--- src/rtl/mc_ctrl_pkg.sv ---
// mc_ctrl_pkg: state codes, control encodings and opcodes shared by the multi-cycle controller
package mc_ctrl_pkg;
  localparam logic [3:0] S_FETCH    = 4'd0;
  localparam logic [3:0] S_DECODE   = 4'd1;
  localparam logic [3:0] S_EXEC     = 4'd2;
  localparam logic [3:0] S_WB_ALU   = 4'd3;
  localparam logic [3:0] S_MEM_ADDR = 4'd4;
  localparam logic [3:0] S_MEM_RD   = 4'd5;
  localparam logic [3:0] S_WB_MEM   = 4'd6;
  localparam logic [3:0] S_MEM_WR   = 4'd7;
  localparam logic [3:0] S_BRANCH   = 4'd8;
  localparam logic [3:0] S_TRAP     = 4'd15;
  localparam logic [4:0] ALUOp_NOP   = 5'b00000;
  localparam logic [4:0] ALUOp_AUIPC = 5'b00010;
  localparam logic [4:0] ALUOp_ADD   = 5'b00011;
  localparam logic [4:0] ALUOp_SUB   = 5'b00100;
  localparam logic [4:0] ALUOp_SLL   = 5'b01000;
  localparam logic [4:0] ALUOp_SRL   = 5'b01100;
  localparam logic [4:0] ALUOp_SRA   = 5'b11000;
  localparam logic [2:0] EXT_CTRL_NONE = 3'b000;
  localparam logic [2:0] EXT_CTRL_S    = 3'b001;
  localparam logic [2:0] EXT_CTRL_I    = 3'b010;
  localparam logic [2:0] EXT_CTRL_U    = 3'b011;
  localparam logic [2:0] EXT_CTRL_B    = 3'b100;
  localparam logic [2:0] dm_word  = 3'b000;
  localparam logic [2:0] dm_half  = 3'b001;
  localparam logic [2:0] dm_halfu = 3'b010;
  localparam logic [2:0] dm_byte  = 3'b011;
  localparam logic [2:0] dm_byteu = 3'b100;
  localparam logic [2:0] NPCOp_PLUS4  = 3'b000;
  localparam logic [2:0] NPCOp_BRANCH = 3'b001;
  localparam logic [1:0] WDSel_ALU = 2'b00;
  localparam logic [1:0] WDSel_MEM = 2'b01;
  localparam logic [6:0] OP_R      = 7'b0110011;
  localparam logic [6:0] OP_LOAD   = 7'b0000011;
  localparam logic [6:0] OP_I      = 7'b0010011;
  localparam logic [6:0] OP_STORE  = 7'b0100011;
  localparam logic [6:0] OP_BRANCH = 7'b1100011;
  localparam logic [6:0] OP_AUIPC  = 7'b0010111;
  typedef enum logic [2:0] {CL_NONE, CL_R, CL_I, CL_AUIPC, CL_LOAD, CL_STORE, CL_BEQ, CL_BNE} cls_t;
endpackage

--- src/rtl/mc_decode.sv ---
// mc_decode: combinational instruction classifier; anything outside the supported set is illegal with zeroed controls
module mc_decode
  import mc_ctrl_pkg::*;
(
  input  logic [6:0] op,
  input  logic [6:0] funct7,
  input  logic [2:0] funct3,
  output cls_t       cls,
  output logic [4:0] alu_op,
  output logic [2:0] ext_op,
  output logic [2:0] dm_type,
  output logic       illegal
);
  logic       f7z, f7s, ld_ok, st_ok;
  logic [4:0] sh_alu;
  logic [2:0] w_dm;
  always_comb begin
    f7z = funct7 == 7'b0000000;
    f7s = funct7 == 7'b0100000;
    sh_alu = funct3 == 3'b001 && f7z ? ALUOp_SLL :
             funct3 == 3'b101 && f7z ? ALUOp_SRL :
             funct3 == 3'b101 && f7s ? ALUOp_SRA : ALUOp_NOP;
    w_dm = funct3 == 3'b000 ? dm_byte : funct3 == 3'b001 ? dm_half :
           funct3 == 3'b010 ? dm_word : funct3 == 3'b100 ? dm_byteu : dm_halfu;
    ld_ok = funct3 inside {3'b000, 3'b001, 3'b010, 3'b100, 3'b101};
    st_ok = funct3 inside {3'b000, 3'b001, 3'b010};
    cls = CL_NONE;
    alu_op = ALUOp_NOP;
    ext_op = EXT_CTRL_NONE;
    dm_type = dm_word;
    case (op)
      OP_R: begin
        alu_op = funct3 == 3'b000 ? (f7z ? ALUOp_ADD : f7s ? ALUOp_SUB : ALUOp_NOP) : sh_alu;
        cls = alu_op != ALUOp_NOP ? CL_R : CL_NONE;
      end
      OP_I: begin
        alu_op = funct3 == 3'b000 ? ALUOp_ADD : sh_alu;
        ext_op = EXT_CTRL_I;
        cls = alu_op != ALUOp_NOP ? CL_I : CL_NONE;
      end
      OP_AUIPC: begin
        alu_op = ALUOp_AUIPC;
        ext_op = EXT_CTRL_U;
        cls = CL_AUIPC;
      end
      OP_LOAD: begin
        alu_op = ALUOp_ADD;
        ext_op = EXT_CTRL_I;
        dm_type = w_dm;
        cls = ld_ok ? CL_LOAD : CL_NONE;
      end
      OP_STORE: begin
        alu_op = ALUOp_ADD;
        ext_op = EXT_CTRL_S;
        dm_type = w_dm;
        cls = st_ok ? CL_STORE : CL_NONE;
      end
      OP_BRANCH: begin
        alu_op = ALUOp_SUB;
        ext_op = EXT_CTRL_B;
        cls = funct3 == 3'b000 ? CL_BEQ : funct3 == 3'b001 ? CL_BNE : CL_NONE;
      end
      default: ;
    endcase
    illegal = cls == CL_NONE;
    if (illegal) begin
      alu_op = ALUOp_NOP;
      ext_op = EXT_CTRL_NONE;
      dm_type = dm_word;
    end
  end
endmodule

--- src/rtl/mc_ctrl.sv ---
// mc_ctrl: multi-cycle RV32I sequencer; FSM plus handshake timeout, controls latched from mc_decode in DECODE
module mc_ctrl
  import mc_ctrl_pkg::*;
#(
  parameter bit TRAP_ON_ILLEGAL = 1'b1,
  parameter int MEM_TIMEOUT     = 255
) (
  input  logic       clk,
  input  logic       rst,
  input  logic [6:0] Op,
  input  logic [6:0] Funct7,
  input  logic [2:0] Funct3,
  input  logic       Zero,
  input  logic       i_ready,
  input  logic       d_ready,
  output logic       PCWrite,
  output logic       IRWrite,
  output logic       RegWrite,
  output logic       MemRead,
  output logic       MemWrite,
  output logic       ALUSrc,
  output logic [2:0] EXTOp,
  output logic [4:0] ALUOp,
  output logic [2:0] NPCOp,
  output logic [2:0] DMType,
  output logic [1:0] WDSel,
  output logic       halted,
  output logic [3:0] state_o
);
  localparam int CW = $clog2(MEM_TIMEOUT + 2);
  logic [3:0]    state, nxt;
  logic [CW-1:0] cnt;
  cls_t          cls, cls_r;
  logic [4:0]    alu, alu_r;
  logic [2:0]    ext, ext_r, dm, dm_r;
  logic          ill, ill_r, wait_st, ready, timeout, act;
  mc_decode u_dec (.op(Op), .funct7(Funct7), .funct3(Funct3), .cls(cls), .alu_op(alu),
                   .ext_op(ext), .dm_type(dm), .illegal(ill));
  always_comb begin
    wait_st = state == S_FETCH || state == S_MEM_RD || state == S_MEM_WR;
    ready = state == S_FETCH ? i_ready : d_ready;
    timeout = MEM_TIMEOUT != 0 && wait_st && !ready && cnt == CW'(MEM_TIMEOUT);
    nxt = S_TRAP;
    case (state)
      S_FETCH:    nxt = i_ready ? S_DECODE : S_FETCH;
      S_DECODE:   nxt = ill ? (TRAP_ON_ILLEGAL ? S_TRAP : S_WB_ALU) :
                        cls == CL_LOAD || cls == CL_STORE ? S_MEM_ADDR :
                        cls == CL_BEQ || cls == CL_BNE ? S_BRANCH : S_EXEC;
      S_EXEC:     nxt = S_WB_ALU;
      S_WB_ALU:   nxt = S_FETCH;
      S_MEM_ADDR: nxt = cls_r == CL_LOAD ? S_MEM_RD : S_MEM_WR;
      S_MEM_RD:   nxt = d_ready ? S_WB_MEM : S_MEM_RD;
      S_WB_MEM:   nxt = S_FETCH;
      S_MEM_WR:   nxt = d_ready ? S_FETCH : S_MEM_WR;
      S_BRANCH:   nxt = S_FETCH;
      default:    nxt = S_TRAP;
    endcase
    if (timeout) nxt = S_TRAP;
  end
  always_ff @(posedge clk) begin
    if (rst) begin
      state <= S_FETCH;
      cnt <= '0;
      cls_r <= CL_NONE;
      alu_r <= '0;
      ext_r <= '0;
      dm_r <= '0;
      ill_r <= 1'b0;
    end else begin
      state <= nxt;
      cnt <= wait_st && !ready && nxt == state ? cnt + 1'b1 : '0;
      if (state == S_DECODE) begin
        cls_r <= cls;
        alu_r <= alu;
        ext_r <= ext;
        dm_r <= dm;
        ill_r <= ill;
      end
    end
  end
  // latched controls are only presented in the post-decode datapath states
  assign act      = state >= S_EXEC && state <= S_BRANCH;
  assign IRWrite  = state == S_FETCH && i_ready;
  assign PCWrite  = state == S_WB_ALU || state == S_WB_MEM || state == S_BRANCH || (state == S_MEM_WR && d_ready);
  assign RegWrite = (state == S_WB_ALU && !ill_r) || state == S_WB_MEM;
  assign MemRead  = state == S_MEM_RD;
  assign MemWrite = state == S_MEM_WR;
  assign ALUSrc   = state == S_MEM_ADDR || (state == S_EXEC && (cls_r == CL_I || cls_r == CL_AUIPC));
  assign ALUOp    = act ? alu_r : ALUOp_NOP;
  assign EXTOp    = act ? ext_r : EXT_CTRL_NONE;
  assign DMType   = act ? dm_r : dm_word;
  assign NPCOp    = state == S_BRANCH && ((cls_r == CL_BEQ && Zero) || (cls_r == CL_BNE && !Zero)) ? NPCOp_BRANCH : NPCOp_PLUS4;
  assign WDSel    = state == S_WB_MEM ? WDSel_MEM : WDSel_ALU;
  assign halted   = state == S_TRAP;
  assign state_o  = state;
endmodule

--- config.mk ---
export PLATFORM = sky130hd
export DESIGN_NAME = mc_ctrl
export DESIGN_NICKNAME = d
export VERILOG_FILES = /design/src/rtl/mc_ctrl_pkg.sv /design/src/rtl/mc_decode.sv /design/src/rtl/mc_ctrl.sv
export SDC_FILE = /design/constraint.sdc
export NUM_CORES = 1
export LEC_CHECK = 0
export CAP_MARGIN = 10
export CORE_MARGIN = 5
export CORE_UTILIZATION = 52
export CTS_CLUSTER_SIZE = 28
export DETAILED_ROUTE_END_ITERATION = 16
export PLACE_DENSITY = 0.84
export REMOVE_ABC_BUFFERS = 1
export SLEW_MARGIN = 10
export SYNTH_ARGS = -nofsm -noshare
export SYNTH_HDL_FRONTEND = slang
export SYNTH_SLANG_ARGS = --single-unit
--- constraint.sdc ---
create_clock -name clk -period 3.7 [get_ports clk]
set_input_delay 0.37 -clock clk [delete_from_list [all_inputs] [get_ports clk]]
set_output_delay 0.37 -clock clk [all_outputs]
set_load 0.02 [all_outputs]
==> run summary, run 1 <==
The run finished with clean final reports. The data required time at the worst endpoint was 3.33 ns; the largest incremental delay on the critical path was 0.67 ns. Wires add up to 4370 µm. The synthesized design contains 28 register bits. In the routed layout, each cell is associated on average with a via count of 5.66.

Measured along the x axis, the die boundary spans 68.8 µm. The critical path in this run is classified as reg2out. Reg-to-reg startpoint: cnt[0]$_SDFF_PP0_.

Entering global routing, the biggest net connects 18 pins. Cell area after placement: 0.00226 mm². Library cell contributing the largest single delay on the critical path: sky130_fd_sc_hd__dfxtp_1. The clock period could shrink to 2.89 ns. The tools report the die area as 0.00474 mm². The count of maximum capacitance violations is 0. The number of DRC violations after detailed routing is 0. The first global-routing pass estimated 7390 µm of wire. In this run, the number of DRC markers left after iteration 0 of detailed routing was 82. The synthesized design contains 0 enable-type register cells. The setup slack on the worst flop-to-flop path was 1.38 ns; the worst path buffer plus inverter count was 2.

For the pin with the worst max-slew slack, the measured transition is 0.613 ns. The number of core rows came out at 21. The area share of the largest cell type after synthesis was 31.2%; the fraction of the cycle the final worst path needs was 78.1%. The worst max-slew margin expressed relative to the limit came out at 58.7%. The initial antenna violation count came out at 0.

Cells with a size suffix above 1 make up 7.06% of the layout. The worst setup path is captured at a primary output. The tree is rooted in a sky130_fd_sc_hd__clkbuf_4. The capture point of the worst path was ALUOp[0]. The vertical die dimension came out at 68.8 µm.

Among all flip-flop cells after synthesis, the most frequent one is sky130_fd_sc_hd__dfxtp_1. On the final layout, the worst hold slack is 0.457 ns. The number of hold buffers added after CTS was 0. Before CTS, the worst setup slack after placement is 1.15 ns.

The tools report the placeable core region as 0.00334 mm². The tools report the clock skew after layout as 0.0147 ns. Global routing used 20.1% of the available tracks. Setup violations remaining at the end of the flow were counted as 0. For this run, the top clock speed supported by timing is 346 MHz. The synthesized netlist occupies a cell area of 0.00180 mm².

Setup repair after global routing left no endpoint under its margin. The max-slew violation count came out at 0. The logs give 0 for the number of warnings printed during yosys synthesis and 2.52 ns for the signal arrival time at the worst endpoint. Traced cell by cell, the critical path runs through nor2_1, o21ai_0, buf_4, and2_1, clkdlybuf4s50_1. The worst setup slack after layout came out at 0.812 ns. Compared with the post-synthesis result, the final layout area differs by 27.5%.

Later-pin clock latency in the skew report: 0.33 ns. The tools report the number of buffers inserted by post-CTS setup repair as 0. The total I/O pin count is 49. The critical path launch point type was a register. The total of cells resized after clock tree synthesis came out at 0.

The number of antenna repair diodes is 0, and the number of distinct library cells after synthesis is 51. Summed over all layers, the global routing overflow is 0. Clock tree buffer depth: 2.

The effective utilization at floorplan is 53.9%, and the number of buffers added on ports is 45. The top cell type by total area after synthesis is sky130_fd_sc_hd__dfxtp_1. Broken down by cell family, the worst path's largest delay share belongs to buffers and inverters. Overall power consumption after layout is estimated at 1.24 mW.

After detailed routing, the average wire length per cell comes to 13.9 µm. The post-synthesis async set-or-reset flop share works out to 0%. Counting the buffers created by CTS gives 3. Setup total negative slack on the finished layout was measured at 0 ns. TritonCTS built the clock tree. After the last flow step, the layout net total stands at 294. Across the VDD grid, the largest voltage drop is 0.000332 V.

In the synthesized netlist, the number of instances is 231. In this run the static leakage power is 0.784 nW. Tracing the worst setup path back leads to its startpoint at state_o[2]$_SDFF_PP0_. The finished layout cell area is 0.00229 mm², and the power density over cell area is 539 mW/mm². The maximum level of the CTS H-tree was 1. The number of endpoints with negative hold slack in the final report came out at 0. For the number of search-and-repair iterations in the first detailed-routing pass, the log shows 4. The via count of the first global-routing pass was 1,677; the number of clock sinks was 28.

Routability-driven placement finished with a final weighted congestion of 0.939. The tools report the count of fill cells added during filler insertion as 294. The worst-case reg-to-reg path depth works out to 8.

The endpoint identified for the worst register-to-register timing path is cnt[7]$_SDFF_PP0_. For the sequential area share after synthesis, the log shows 31.2%. Number of nets with antenna violations after routing: 0. The wire-length estimate of the detail-placed layout is 3430 µm. Along the worst path, the maximum fanout reaches 16. Counting buffers and inverters, the worst setup path is 5 cells deep.

In this run the worst hold path is classified as reg2reg. Averaged over all synthesized cells, the footprint is 7.79 µm². Across all layers, the routed design uses 1,782 vias.

After clock tree synthesis, the clock-pin slew on the worst setup and hold paths is 0.15 ns. By area the synthesized netlist is led by sky130_fd_sc_hd__dfxtp_1, sky130_fd_sc_hd__nor2_1, sky130_fd_sc_hd__a21oi_1.
## metrics by stage
step	cells	util [%]
6_report	315	68.7
3_5_place_dp	311	67.6
5_1_grt	315	68.7
4_1_cts	315	68.7
3_3_place_gp	311	67.6
2_1_floorplan	218	-
## how the worst min path moves through the flow
stage                                 endpoint  cells past startpoint                  from  slack [ns]
after global placement       cnt[0]$_SDFF_PP0_                      1     cnt[0]$_SDFF_PP0_        0.42
after detailed placement  dm_r[2]$_SDFFE_PP0P_                      2  dm_r[2]$_SDFFE_PP0P_        0.44
after floorplan              cnt[0]$_SDFF_PP0_                      1     cnt[0]$_SDFF_PP0_        0.41
after CTS                 dm_r[2]$_SDFFE_PP0P_                      2  dm_r[2]$_SDFFE_PP0P_        0.46
after global routing         cnt[0]$_SDFF_PP0_                      1     cnt[0]$_SDFF_PP0_        0.49
final                     dm_r[2]$_SDFFE_PP0P_                      2  dm_r[2]$_SDFFE_PP0P_        0.46
## placed cells by master, fill, tap and decap left out, drive strengths merged, types with 2 or more instances in the layout
cell,count
clkbuf,4
nor4b,2
nor4,5
nand2b,7
conb,3
nor3,10
and2,11
or4,3
buf,2
xor2,4
a31oi,3
ha,2
a211oi,6
nand2,14
nand3,12
nor2,28
o21ai,11
nand4,3
and3,6
inv,5
nand3b,4
nor3b,3
o41ai,2
o22ai,2
a21oi,17
clkdlybuf4s50,45
dfxtp,28
nor2b,4
or3,3
xnor2,5
## report_power, final
part | internal, mW | leakage (nW) | switching (mW)
clock network | 0.0602 | 0.0210 | 0.0875
registers | 0.358 | 0.227 | 0.0983
logic | 0.274 | 0.536 | 0.357
## layout make-up
cell class	count	area (µm²)	share of cell area, %
Timing Repair Buffer	47	465	20.3
Inverter	6	22.5	0.982
Tap cell	46	57.6	2.51
Sequential cell	28	561	24.4
Multi-Input combinational cell	184	1150	50.2
Clock buffer	4	36.3	1.58
## flip-flops by register name, summed over array words and instances (netlist names)
name and count:
ill_r 1, ext_r 3, alu_r 5, state_o 4, cls_r 3, cnt 9, dm_r 3
## worst min-delay path, stage by stage, from the launching register on
cell and delay, ns:
sky130_fd_sc_hd__dfxtp_1 0.34, sky130_fd_sc_hd__nand2_1 0.05, sky130_fd_sc_hd__a21oi_1 0.05
## synthesized netlist by cell type, drive strengths merged, types with 2 or more instances
master / n
or4: 3
ha: 2
nor2b: 4
o41ai: 2
nand2b: 7
nor3b: 3
nor4: 5
a31oi: 3
nand2: 14
o21ai: 11
buf: 7
or3: 3
nor2: 28
and3: 6
clkbuf: 8
xnor2: 5
nand3: 12
inv: 5
a211oi: 6
o22ai: 2
dfxtp: 28
nor4b: 2
nand4: 3
and2: 11
nor3: 10
a21oi: 17
xor2: 4
nand3b: 4
## metal layers
| layer | up-vias | track usage [%] | wire, µm | share of wire [%] |
|---|---|---|---|---|
| li1 | 911 | - | - | - |
| met1 | 815 | 26.3 | 1990 | 45 |
| met2 | 51 | 35.2 | 2070 | 47 |
| met3 | 5 | 2.59 | 270 | 6.2 |
| met4 | 0 | 4.38 | 47 | 1.1 |
| met5 | - | 0 | 0 | 0 |
## kinds of logic after synthesis
logic type | after synthesis | synth area share (%)
XOR/XNOR | 9 | 4.38
flip-flops | 28 | 31.2
adder cells (fa/ha/maj) | 2 | 1.39
AND/OR/NAND/NOR | 119 | 37.6
other | 1 | 0.208
AO/OA/AOI/OAI | 51 | 20.0
buffers and inverters | 21 | 5.28
Power figures use the tool's default switching activity.
==> run 2: changes to the inputs <==
--- a/config.mk
+++ b/config.mk
@@ -7,10 +7,10 @@
 export LEC_CHECK = 0
 export CAP_MARGIN = 10
 export CORE_MARGIN = 5
-export CORE_UTILIZATION = 52
+export CORE_UTILIZATION = 48
 export CTS_CLUSTER_SIZE = 28
 export DETAILED_ROUTE_END_ITERATION = 16
-export PLACE_DENSITY = 0.84
+export PLACE_DENSITY = 0.79
 export REMOVE_ABC_BUFFERS = 1
 export SLEW_MARGIN = 10
 export SYNTH_ARGS = -nofsm -noshare
==> constraint.sdc (replaced) <==
create_clock -name clk -period 2.7 [get_ports clk]
set_input_delay 0.27 -clock clk [delete_from_list [all_inputs] [get_ports clk]]
set_output_delay 0.27 -clock clk [all_outputs]
set_load 0.02 [all_outputs]
==> run summary, run 2 (synthesis results as in run 1) <==
The run gives 303 (+3.1%) as the number of nets in the layout. The critical path launch point type was a register. The count of maximum capacitance violations is 0 (unchanged). The tools report the startpoint of the lowest-slack hold path as cnt[0]$_SDFF_PP0_.

The run gives 0.00363 mm² (+8.9%) as the placeable core region. The initial antenna violation count came out at 0 (unchanged). The logs give 0 (unchanged) for the number of DRC violations after detailed routing and 3570 µm (+4.2%) for the detailed-placement wirelength estimate. The number of endpoints with negative hold slack in the final report was 0 (unchanged).

Setup repair after global routing left no endpoint under its margin. The power density over cell area was 735 mW/mm² (+36%); the number of search-and-repair iterations in the first detailed-routing pass was 5 (+1). The logs give 59.5% (+0.84 points) for the worst max-slew margin expressed relative to the limit and 15 (-3) for the largest net degree at the start of global routing. The register with the most flip-flops in the final layout is cnt. The worst setup slack after layout was 0.275 ns (-0.536 ns); the worst slack at placement was 0.407 ns (-0.743 ns). The total CTS buffers was 3 (unchanged). The worst hold path belongs to the class reg2reg. The dominant delay contributor by cell family on the critical path was buffers and inverters.

Largest incremental delay on the critical path: 0.61 ns (-0.06 ns). The total negative slack for setup checks was 0 ns (unchanged). The maximum level of the CTS H-tree was 1 (unchanged); the final routed wirelength across all metal layers was 4430 µm (+1.3%). The flip-flop count of the largest register, all copies and words added was 9 (unchanged). The clock tree buffer depth was 2 (unchanged).

The top fanout value on the critical path was 13 (-3). The number of buffers inserted by post-CTS setup repair came out at 0 (unchanged). The run gives 0.830 nW (+5.8%) as the leakage power. The signal on the critical path passes through inv_2, or3_1, a21oi_1, clkdlybuf4s50_1. The run gives 1,544 (-7.9%) as the via count of the first global-routing pass.

The tools report the number of core rows as 22 (+4.8%). Number of buffers added on ports: 45 (unchanged). TritonCTS built the clock tree.

The slew at the pin closest to its max-slew limit was 0.600 ns (-0.0125 ns); the worst path buffer plus inverter count was 2 (unchanged). For the total global routing track utilization, the log shows 17.1% (-3.0 points). The leading cell type in the layout, fill and taps excluded was sky130_fd_sc_hd__clkdlybuf4s50_1. The signal arrival time at the worst endpoint was 2.15 ns (-0.37 ns). Wire length per cell after detailed routing: 13.6 µm (-1.9%). The tools report the number of antenna repair diodes as 0 (unchanged). The flow ran to the end, and the final reports show no timing, DRC or antenna violations. The vertical die dimension came out at 71.2 µm (+3.5%). Static timing analysis puts the maximum clock frequency at 412 MHz.

The number of DRC violations after detailed-routing iteration 0 is 123 (+50%). The tools report the buffer cell driving the clock tree root as sky130_fd_sc_hd__clkbuf_8. The run gives 7120 µm (-3.6%) as the global-route wire length before repair. The critical path in this run is classified as reg2out.

The post-synthesis to final-layout area growth works out to 31.6%. The smallest clock period supported by the final layout is computed as 2.42 ns. Worst IR drop on VDD: 0.000359 V (+8.0%).

The slowest stage of the critical path is the sky130_fd_sc_hd__clkdlybuf4s50_1 cell. The die area was 0.00507 mm² (+7.1%). In the layout the commonest cells are sky130_fd_sc_hd__clkdlybuf4s50_1, sky130_fd_sc_hd__nor2_1, sky130_fd_sc_hd__dfxtp_1, sky130_fd_sc_hd__nand2_1, sky130_fd_sc_hd__a21oi_1. The final number of setup-violating endpoints is 0 (unchanged), and the number of nets with antenna violations after routing is 0 (unchanged).

The share of layout cells above drive strength 1 works out to 9.75% (+2.7 points). The effective utilization at floorplan was 49.5% (-4.4 points); the CTS clock-pin slew for the worst setup and hold paths was 0.09 ns (-0.06 ns). The tools report the start point of the critical path as state_o[0]$_SDFF_PP0_. The via density per instance came out at 5.63 (-0.52%). The startpoint identified for the worst register-to-register timing path is state_o[0]$_SDFF_PP0_. The run gives 0 (unchanged) as the max-slew violation count.

The logs give 0.00412 ns (-0.0105 ns) for the clock skew after layout and 49 (unchanged) for the total I/O pin count. The data required time at the worst endpoint is 2.43 ns (-0.90 ns). The total congestion overflow was 0 (unchanged); the fraction of the cycle the final worst path needs was 89.8%. The critical path endpoint category was a primary output. The total of cells resized after clock tree synthesis is 0 (unchanged), and the width of the chip is 71.2 µm (+3.5%). Later-pin clock latency in the skew report: 0.26 ns (-0.07 ns).

The number of clock sinks was 28 (unchanged); the post-cts hold buffer count was 0 (unchanged). The logs give 1,829 (+2.6%) for the total via count after detailed routing and 0.912 (-2.8%) for the global placer's final weighted congestion.
==> run 2: cell count changes in the layout (fill, tap and decap cells not counted), sizes merged <==
cell / change
buf: +9
clkbuf: -1
==> run 2: per-stage QoR <==
step | hold WS (ns) | area, µm² | util [%] | instances | power, mW
5_1_grt | 0.468 | 2370 | 65.2 | 325 | 1.86
6_report | 0.444 | 2370 | 65.2 | 325 | 1.74
2_1_floorplan | 0.332 | 1730 | - | 218 | 1.15
3_5_place_dp | 0.436 | 2330 | 64.0 | 322 | 1.53
4_1_cts | 0.449 | 2370 | 65.2 | 325 | 1.75
3_3_place_gp | 0.430 | 2330 | 64.0 | 322 | 1.52
==> run 2: final timing paths <==
check / end / slack [ns] / cells past startpoint
worst min register to register: cnt[0]$_SDFF_PP0_ / 0.44 / 1
worst min-delay path: cnt[0]$_SDFF_PP0_ / 0.44 / 1
worst max-delay path: RegWrite / 0.28 / 4
worst max register to register: alu_r[2]$_SDFFE_PP0P_ / 0.47 / 5
==> run 2: area by class of cell <==
class	count	area, µm²
clock buffer	3	41.3
inverter	6	22.5
timing repair buffer	56	533
sequential	28	561
fill	320	1260
multi-input combinational	184	1150
tap	48	60.1
==> run 2: layer usage <==
layer | share of wire (%) | global-route usage (%) | routed length, µm | vias up
met1 | 48 | 24.0 | 2110 | 837
met2 | 45 | 27.1 | 1990 | 65
met3 | 6.2 | 2.66 | 276 | 4
met5 | 0 | 0 | 0 | -
li1 | - | - | - | 923
met4 | 1.2 | 5.01 | 51 | 0
==> run 2: power by group <==
part           switching (mW)  internal (mW)  leakage, nW
Sequential             0.0868          0.491        0.227
Combinational           0.545          0.404        0.581
Clock                   0.114         0.0998       0.0216
Total                   0.746          0.995        0.830
==> run 3: changes to the inputs <==
--- a/config.mk
+++ b/config.mk
@@ -6,6 +6,7 @@
 export NUM_CORES = 1
 export LEC_CHECK = 0
 export CAP_MARGIN = 10
+export CORE_ASPECT_RATIO = 0.75
 export CORE_MARGIN = 5
 export CORE_UTILIZATION = 48
 export CTS_CLUSTER_SIZE = 28
==> run summary, run 3 (synthesis results as in run 1) <==
The flow ran to the end, and the final reports show no timing, DRC or antenna violations. The total congestion overflow came out at 0 (unchanged). The logs give 0 (unchanged) for the number of nets with antenna violations after routing and 0.745 mW (-0.15%) for the net switching power. The worst path buffer plus inverter count came out at 2 (unchanged). The wire length per cell after detailed routing was 13.3 µm (-2.7%). The worst max-slew margin expressed relative to the limit came out at 58.1% (-1.5 points). The width of the chip works out to 80.7 µm (+13%). The post-cts hold buffer count came out at 0 (unchanged).

The top fanout value on the critical path came out at 13 (unchanged). The clock tree buffer depth came out at 2 (unchanged). The buffer cell driving the clock tree root is sky130_fd_sc_hd__clkbuf_8.

The setup slack on the worst flop-to-flop path was 0.43 ns (-0.04 ns). Dominant delay contributor by cell family on the critical path: buffers and inverters. Largest net degree at the start of global routing: 17 (+2). The startpoint identified for the worst register-to-register timing path is cnt[0]$_SDFF_PP0_.

The slew at the pin closest to its max-slew limit was 0.623 ns (+0.0231 ns); the upper clock frequency limit was 409 MHz (-0.87%). STA classifies the critical path endpoint as a primary output. Compared with the post-synthesis result, the final layout area differs by 32.3%. Fraction of the cycle the final worst path needs: 90.6% (+0.79 points). Number of nets in the layout: 300 (-0.99%).

The tools report the post-route non-filler standard cell count as 327 (+0.62%). The logs give 0 (unchanged) for the number of antenna repair diodes and 3 (unchanged) for the total CTS buffers. The tools report the number of DRC violations after detailed routing as 0 (unchanged). The power density over cell area is 766 mW/mm² (+4.2%).

The worst register-to-register path ends at cnt[2]$_SDFF_PP0_. The tools report the count of maximum capacitance violations as 0 (unchanged). Number of buffers inserted by post-CTS setup repair: 0 (unchanged). For the number of search-and-repair iterations in the first detailed-routing pass, the log shows 4 (-1). The placeable core region is 0.00364 mm² (+0.10%). The cell depth of the worst min-delay path was 1 (unchanged); the switching share of power was 40.8% (-2.0 points). The total of cells resized after clock tree synthesis came out at 0 (unchanged).

The top cell types in the final layout, fill and taps aside, are sky130_fd_sc_hd__clkdlybuf4s50_1, sky130_fd_sc_hd__nor2_1, sky130_fd_sc_hd__dfxtp_1, sky130_fd_sc_hd__nand2_1, sky130_fd_sc_hd__a21oi_1. The final number of setup-violating endpoints is 0 (unchanged). The total negative slack for setup checks was 0 ns (unchanged). The detailed-placement wirelength estimate is 3310 µm (-7.3%). The startpoint identified for the worst hold timing path is cnt[0]$_SDFF_PP0_.

For the worst slack at placement, the log shows 0.257 ns (-0.150 ns). TritonCTS built the clock tree. The worst IR drop on VDD is 0.000393 V (+9.5%), and the total global routing track utilization is 17.7% (+0.57 points).

Setup repair after global routing left no endpoint under its margin. The critical path launch point type is a register. Via count of the first global-routing pass: 1,547 (+0.19%).

The critical path starts at state_o[1]$_SDFF_PP0_. For the effective utilization at floorplan, the log shows 49.5% (-0.051 points). The destination of the worst hold path was cnt[0]$_SDFF_PP0_.

The share of layout cells above drive strength 1 came out at 9.09% (-0.66 points). The worst-case reg-to-reg path depth was 8 (+3). The library cell contributing the largest single delay on the critical path is sky130_fd_sc_hd__dfxtp_1. For the die area, the log shows 0.00509 mm² (+0.24%). Count of fill cells added during filler insertion: 305 (-4.7%). The run gives 0 (unchanged) as the number of endpoints with negative hold slack in the final report.

The run gives 114 (-7.3%) as the number of DRC violations after detailed-routing iteration 0. Via density per instance: 5.44 (-3.3%). The initial antenna violation count is 0 (unchanged).

The total via count after detailed routing was 1,780 (-2.7%). The logs give 1 (unchanged) for the maximum level of the CTS H-tree and 34.3% (+1.1 points) for the share of total power in sequential cells. The flip-flop count of the largest register, all copies and words added works out to 9 (unchanged). The logs give 0.254 ns (-0.0213 ns) for the worst setup slack after layout and 0.00660 ns (+0.00248 ns) for the clock skew after layout. The largest incremental delay on the critical path is 0.64 ns (+0.03 ns).

The register with the most flip-flops is cnt. The run gives 17.7% (+5.4 points) as the power share of the clock group. Walking the worst path, the cells encountered are nor2_1, o21ai_0, buf_4, and2_1, clkdlybuf4s50_1.

The run gives 49 (unchanged) as the total I/O pin count. The worst setup path is of the reg2out kind. The critical path depth in cells was 5 (+1). The run gives 19 (-14%) as the number of core rows. In this run the worst hold path is classified as reg2reg. The CTS clock-pin slew for the worst setup and hold paths works out to 0.09 ns (about the same).

The number of placed instances with taps included is 323 (+0.31%), and the later-pin clock latency in the skew report is 0.27 ns (about the same). The vertical die dimension was 63.0 µm (-12%); the combinational share of power was 48.0% (-6.5 points). The cell-internal power is 1.08 mW (+8.4%). For the signal arrival time at the worst endpoint, the log shows 2.18 ns (+0.03 ns).

Leaving out fill and tap cells, the most frequent cell in the layout is sky130_fd_sc_hd__clkdlybuf4s50_1. The max-slew violation count is 0 (unchanged). The final routed wirelength across all metal layers was 4340 µm (-2.1%); the data required time at the worst endpoint was 2.43 ns (about the same).

The number of buffers added on ports came out at 45 (unchanged). The run gives 28 (unchanged) as the number of clock sinks. The minimum clock period after layout works out to 2.45 ns (+0.0213 ns). The tools report the global-route wire length before repair as 7320 µm (+2.8%). The leakage power came out at 0.830 nW (about the same). The global placer's final weighted congestion came out at 0.886 (-2.9%).

The final design utilization is 65.5% (+0.28 points).
-- run 3: cell types whose count changed in the layout (fill, tap and decap cells not counted), sizes merged --
| cell | previous run | this run |
|---|---|---|
| buf | 11 | 8 |
| bufinv | 0 | 1 |
-- run 3: layout make-up --
type	count	area (µm²)	area share, %
Multi-Input combinational cell	184	1150	48.3
Clock buffer	3	41.3	1.73
Timing Repair Buffer	53	510	21.4
Inverter	6	22.5	0.946
Tap cell	52	65.1	2.73
Sequential cell	28	561	23.5
Clock inverter	1	30.0	1.26
-- run 3: worst max path at each step --
stage                            endpoint  slack (ns)
finish                          DMType[1]        0.25
global placement    alu_r[2]$_SDFFE_PP0P_        0.34
global route                       ALUSrc        0.02
detailed placement   dm_r[1]$_SDFFE_PP0P_        0.26
CTS                             DMType[1]        0.24
floorplan              ill_r$_SDFFE_PP0P_        0.48
-- run 3: metal layers --
metal / part of all wire, % / track usage [%]
met5: 0 / 0
met1: 52 / 26.7
met4: 1.4 / 5.27
met2: 42 / 24.4
met3: 5.3 / 4.18
-- run 3: power groups by stage --
| stage | clock [mW] | sequential (mW) | combinational [mW] |
|---|---|---|---|
| 2_1_floorplan | 0 | 0.633 | 0.516 |
| 4_1_cts | 0.334 | 0.625 | 0.874 |
| 3_3_place_gp | 0 | 0.635 | 0.858 |
| 3_5_place_dp | 0 | 0.636 | 0.869 |
| 6_report | 0.324 | 0.625 | 0.875 |
| 5_1_grt | 0.355 | 0.648 | 0.959 |
-- run 3: through the flow --
step	hold WS (ns)	power, mW	area, µm²
floorplan	0.332	1.15	1730
global placement	0.428	1.49	2310
detailed placement	0.434	1.51	2310
CTS	0.450	1.83	2380
global route	0.486	1.96	2380
finish	0.449	1.82	2380
